==> config.mk <==
export PLATFORM = sky130hd
export DESIGN_NAME = reg_scoreboard
export DESIGN_NICKNAME = d
export VERILOG_FILES = /design/src/rtl/reg_scoreboard.sv
export SDC_FILE = /design/constraint.sdc
export NUM_CORES = 1
export LEC_CHECK = 0
export CORE_UTILIZATION = 39
export DETAILED_ROUTE_END_ITERATION = 16
export DONT_BUFFER_PORTS = 1
export PLACE_DENSITY_LB_ADDON = 0.1
export SKIP_LAST_GASP = 1
export SLEW_MARGIN = 20
export SYNTH_ARGS = -nofsm -noshare
export SYNTH_HDL_FRONTEND = slang
export SYNTH_SLANG_ARGS = --single-unit
==> constraint.sdc <==
create_clock -name clk -period 21.6 [get_ports clk]
set_clock_uncertainty 0.05 [all_clocks]
set_input_delay 3.24 -clock clk [delete_from_list [all_inputs] [get_ports clk]]
set_output_delay 3.24 -clock clk [all_outputs]
set_load 0.02 [all_outputs]
==> src/rtl/reg_scoreboard.sv <==
// reg_scoreboard: per-register pending-write counters that gate instruction issue in decode
module reg_scoreboard #(
  parameter int NREG = 32,
  parameter int AW = 5,
  parameter int CNT_W = 2,
  parameter int NSRC = 2,
  parameter int NWB = 3,
  parameter int BYPASS = 1
) (
  input  logic                  clk,
  input  logic                  resetn,
  input  logic                  flush,
  input  logic                  issue_valid,
  output logic                  issue_ready,
  input  logic                  issue_we,
  input  logic [AW-1:0]         issue_waddr,
  input  logic [NSRC*AW-1:0]    issue_src_addr,
  input  logic [NSRC-1:0]       issue_src_need,
  input  logic [NWB-1:0]        cmp_valid,
  input  logic [NWB*AW-1:0]     cmp_addr,
  output logic [NSRC-1:0]       src_busy,
  output logic                  dst_full,
  output logic [AW+CNT_W-1:0]   total_pending,
  output logic                  err_underflow
);
  localparam int CMAX = 2**CNT_W - 1;
  localparam int DW = CNT_W + 2 + $clog2(NWB + 1);
  localparam int TW = AW + CNT_W;
  logic [CNT_W-1:0] cnt [NREG];
  logic [CNT_W-1:0] cnt_nxt [NREG];
  logic [DW-1:0] dec [NREG];
  logic [DW-1:0] sum_r, app_r;
  logic [TW-1:0] tp_nxt, cnt_sum;
  logic uf, accept;
  // count same-cycle completions per register; r0 is never tracked
  always_comb begin
    for (int r = 0; r < NREG; r++) begin
      dec[r] = '0;
      for (int j = 0; j < NWB; j++)
        if (r != 0 && cmp_valid[j] && cmp_addr[j*AW +: AW] == AW'(r)) dec[r] = dec[r] + DW'(1);
    end
  end
  // source hazards; with a forwarding path, completions this cycle resolve the hazard
  always_comb begin
    src_busy = '0;
    for (int i = 0; i < NSRC; i++)
      src_busy[i] = issue_src_need[i] && issue_src_addr[i*AW +: AW] != '0 &&
                    (BYPASS != 0 ? DW'(cnt[issue_src_addr[i*AW +: AW]]) > dec[issue_src_addr[i*AW +: AW]]
                                 : cnt[issue_src_addr[i*AW +: AW]] != '0);
  end
  assign dst_full = issue_we && issue_waddr != '0 && cnt[issue_waddr] == CNT_W'(CMAX);
  assign issue_ready = ~|src_busy & ~dst_full;
  assign accept = issue_valid & issue_ready;
  // net per-register update: excess completions are dropped and flagged, counters floor at 0
  always_comb begin
    uf = 1'b0;
    sum_r = '0;
    app_r = '0;
    tp_nxt = total_pending;
    for (int r = 0; r < NREG; r++) begin
      sum_r = DW'(cnt[r]) + DW'(accept && issue_we && r != 0 && issue_waddr == AW'(r));
      app_r = dec[r] > sum_r ? sum_r : dec[r];
      uf = uf | (dec[r] > sum_r);
      cnt_nxt[r] = r == 0 ? '0 : CNT_W'(sum_r - app_r);
      tp_nxt = tp_nxt + TW'(cnt_nxt[r]) - TW'(cnt[r]);
    end
  end
  // state registers; flush drops all pending work but keeps the sticky error
  always_ff @(posedge clk) begin
    if (!resetn) begin
      cnt <= '{default: '0};
      total_pending <= '0;
      err_underflow <= 1'b0;
    end else if (flush) begin
      cnt <= '{default: '0};
      total_pending <= '0;
    end else begin
      cnt <= cnt_nxt;
      total_pending <= tp_nxt;
      err_underflow <= err_underflow | uf;
    end
  end
  // running total must always equal the sum of all counters
  always_comb begin
    cnt_sum = '0;
    for (int r = 0; r < NREG; r++) cnt_sum = cnt_sum + TW'(cnt[r]);
  end
  a_total: assert property (@(posedge clk) disable iff (!resetn) total_pending == cnt_sum);
  a_r0: assert property (@(posedge clk) cnt[0] == '0);
endmodule

# After elaboration in Yosys (flattened, before gate mapping)
# Index checks and enable logic that the tools add are counted.
# classes
add_sub_neg	187
reduce_logical	137
n_bitwise	39
order_cmp	37
shift	0
n_mux	139
mul	0
n_div	0
eq_ne	125
# op_table
cell	n
6-bit two-way mux	66
5-bit equality test (second input constant)	64
7-bit by 2-bit subtractor with 7-bit output	32
7-bit by 2-bit adder with 7-bit output	31
6-bit by 1-bit adder with 6-bit output (second input constant)	31
6-bit by 3-bit greater-than comparator with 1-bit output	31
5-bit by 4-bit equality test with 1-bit output (second input constant)	32
1-bit logical AND	131
2-bit by 1-bit adder with 3-bit output	31
5-bit by 3-bit equality test with 1-bit output (second input constant)	16
2-bit two-way mux	37
1-bit by 1-bit adder with 2-bit output (second input constant)	31
2-bit subtractor	31
6-bit binary-select mux with 5-bit select	2
5-bit by 2-bit equality test with 1-bit output (second input constant)	8
1-bit OR	32
1-bit two-way mux	31
2-bit binary-select mux with 5-bit select	3
5-bit by 1-bit equality test with 1-bit output (second input constant)	4
6-bit >= comparator (second input constant)	3
5-bit NOT with 6-bit output	3
5-bit nonzero test	3
2-bit by 6-bit greater-than comparator with 1-bit output	2
2-bit OR reduction	2
5 further kinds	7
# word_totals
mem_count	0
latchBits	0
output_inout_bits	12
register_bits	72
rom_bits	0
ramBits	0

# Logic depth before layout (Yosys ltp)
# depth
depth_word	84
depth_mapped	55

# Worst setup path before layout
# No wires, ideal clock.
# synth_timing
path_kind	input to register
start	input port cmp_addr[4]
end	register total_pending[6]
path_slack_ps	6420
arrival_ps	15002
setup_ps	128
stages	48
path_buffers	3
t_required_ps	21422
path_cell_list	clkbuf_1 or3_1 nor2_1 inv_1 ha_1 o31ai_1 mux4_2 or3_1 o21ai_0 or4_1 ha_1 nor2b_1 o2111ai_1 o32ai_1 or3_1 buf_2 buf_2 nor3_1 [... 12 more ...] fa_1 fa_1 inv_1 fa_1 inv_1 fa_1 fa_1 fa_1 inv_1 fa_1 inv_1 ha_1 a21o_1 a21o_1 a21o_1 a21oi_1 xnor2_1 nor2_1
# synth_lines
item	line_no	source
from (decl)	20	input logic [NWB*AW-1:0] cmp_addr,
to (signal assigned)	79	total_pending <= tp_nxt;
to (decl)	23	output logic [AW+CNT_W-1:0] total_pending,

==> impl_metrics.csv <==
group,metric,value,unit
cts,cts_buffers,9,
route,postRouteAntennaNets,0,
run_status,status,"completed",
die,io_pins,52,
power,p_leak,7.59,nW
die,fp-row-count,73,
yosys,synth_top_family_by_area,"adder cells",
sta,setup_viol,0,
worst_setup_path,critPathMaxFanout,32,
die,die_h,205,µm
worst_setup_path,cp_num_buf_inv,7,
yosys,synth_compound_gate_area_share,8.84,%
route,drc,0,
worst_setup_path,cp.arrival,16.96,ns
route,drt_iter0_markers,1125,
cts,hold_buffers,0,
route,vias_per_cell,5.66,
route,wl_per_cell,24.4,µm
grt,overflow,0,
die,floorplan.initialDensity,40.0,%
yosys,synthTopCellsByCount,"417 x inv_1, 272 x ha_1, 166 x nor2_1",
route,vias,13400,
sta,final_max_slew_viol_count,0,
sta,worstMarginPinSlew,1.15,ns
yosys,muxShareOfSynthArea,12.9,%
yosys,syn_area_per_cell,8.52,µm²
sta,layout_setup_ws,4.79,ns
sta,rsz0062_at_grt,"no",
sta,max_slew_margin,22.7,%
yosys,synthCells,1886,
yosys,ys_types,61,
route,firstDrtPassIters,6,
yosys,synthMostInstantiatedCell,"inv_1",
cts,cts_setup_buffers,0,
grt,gr-usage-met2,46.9,%
worst_setup_path,critPathCaptureType,"flop",
yosys,synth_top_area_share,21.2,%
power,power_density,166,mW/mm²
die,dieWidth,205,µm
worst_setup_path,cp_common_cell,"fa_1",
grt,met1_usage,39.6,%
cts,clock_latency,0.35,ns
cts,clkTransAtPathRegs,0.06,ns
placed_design,placed_cells,2349,
yosys,synth_edf_count,0,
grt,grt_pass1_wl,86.5,mm
yosys,synth_seq_cells,70,
grt,grt_max_degree,70,
worst_setup_path,slowest_stage,"o32ai_1",
grt,grt_use_met3,3.44,%
route,wl,57.8,mm
placed_design,dp_slack,4.53,ns
worst_setup_path,cp-start-kind,"input pin",
grt,grt.busiest_layer,"met2",
cts,htree_levels,3,
worst_setup_path,cpPeakStageDelay,0.90,ns
yosys,synth_nets,2329,
worst_setup_path,path_class,"in2reg",
yosys,synth_xor_area_share,5.56,%
grt,grt_antenna_before_repair,3,
cts,cts_tree,"done",
placed_design,io_buffers,0,
power,peakVddDrop,0.000675,V
die,core,0.0402,mm²
cts,clk_path_buf_depth,2,
placed_design,gp_congestion,0.972,
sta,min_period,16.81,ns
yosys,synthAdderAreaFrac,37.5,%
yosys,ys_top_cells_by_area,"ha_1 21%, fa_1 16%, inv_1 9.7%",
worst_setup_path,reg2reg_slack,8.82,ns
yosys,synth_warnings,0,
grt,grt_usage,28.6,%
sta,period_share,77.8,%
sta,finalHoldViolCount,0,
yosys,synth_area_leader_cell,"ha_1",
finish,fin_nets,2278,
min_path,min_path_type,"reg2reg",
yosys,syn_area,0.0161,mm²
finish,final_cells,2366,
sta,fmax,59.5,MHz
placed_design,placed_area,0.0165,mm²
die,dieArea,0.0420,mm²
yosys,seq_area_frac_synth,8.72,%
yosys,synth-main-ff-cell,"dfxtp_1",
yosys,async_reset_ff_share,0,%
cts,cts.root.buffer_cell,"clkbuf_16",
cts,clock_sink_count,70,
yosys,yosys.area_share.simple,14.7,%
finish,drive_above_1_share,6.14,%
sta,fin_setup_tns,0,ns
finish,fin_area,0.0169,mm²
finish,fill_cells,4158,
job,max-cap-violations,0,
grt,grt_pass1_vias,13600,
worst_setup_path,cp_top_family,"adder cells",
cts,cts_resized,0,
placed_design,hpwl,49.0,mm
worst_setup_path,worstPathRequired,21.75,ns
finish,syn2layout_area_growth,4.88,%
-- path summary, 6_finish.rpt --
check / start / end / depth (start not counted)
max: cmp_addr[4] / total_pending[5]$_SDFF_PP0_ / 45
min: err_underflow$_SDFFE_PN0N_ / err_underflow$_SDFFE_PN0N_ / 1
max reg2reg: cnt[47]$_SDFF_PP0_ / total_pending[5]$_SDFF_PP0_ / 40
min reg2reg: err_underflow$_SDFFE_PN0N_ / err_underflow$_SDFFE_PN0N_ / 1
-- layout make-up --
cell class / instances / area [µm²] / area share [%]
diodes: 1 / 2.50 / 0.0148
clock buffers: 10 / 239 / 1.42
clock inverters: 6 / 92.6 / 0.549
inverters: 419 / 1570 / 9.33
multi-input cells: 1322 / 12800 / 75.9
flip-flops and latches: 70 / 1400 / 8.32
well taps: 525 / 657 / 3.90
repair buffers: 13 / 97.6 / 0.579
-- per-stage QoR --
stage | power [mW] | hold WS (ns) | util (%)
global route | 3.20 | 0.582 | 41.9
detailed placement | 2.63 | 0.567 | 41.1
floorplan | 2.17 | 0.543 | -
CTS | 2.82 | 0.576 | 41.9
finish | 2.80 | 0.571 | 41.9
global placement | 2.65 | 0.561 | 41.1
-- cell families after synthesis --
group / count (synthesis)
buffers and inverters: 494
AND/OR/NAND/NOR: 484
adder cells (fa/ha/maj): 403
AO/OA/AOI/OAI: 209
multiplexers: 124
XOR/XNOR: 102
flip-flops: 70
-- flip-flops by register name, indices dropped and copies added, names as in the netlist --
register,flops
cnt,62
err_underflow,1
total_pending,7
-- where the power goes --
part / total (mW) / switching [mW] / internal [mW]
registers: 0.166 / 0.0157 / 0.151
clock network: 0.173 / 0.0675 / 0.105
logic: 2.46 / 1.29 / 1.17
total: 2.80 / 1.38 / 1.42
-- layer usage --
layer / wire length, µm / up-vias
met2: 26900 / 459
met3: 3350 / 76
met5: 13 / -
met4: 1460 / 2
met1: 26100 / 6673
li1: - / 6186
-- placed cells by master, fill, tap and decap left out, types with 9 or more instances in the layout --
cell type / count
inv_1: 417
ha_1: 272
nor2_1: 166
fa_1: 131
nand2_1: 94
dfxtp_1: 70
xnor2_1: 68
mux4_2: 66
o21ai_0: 58
nor2b_1: 49
mux2i_1: 49
nor3_1: 45
xor2_1: 34
nor4_1: 34
a21oi_1: 31
a32oi_1: 21
nand2b_1: 20
nand3_1: 19
a21o_1: 15
and3_1: 14
o31ai_1: 14
buf_4: 13
a31oi_1: 12
a221oi_1: 10
mux2_2: 9
clkbuf_16: 9
Note: power is estimated with default switching activity, not from simulation.
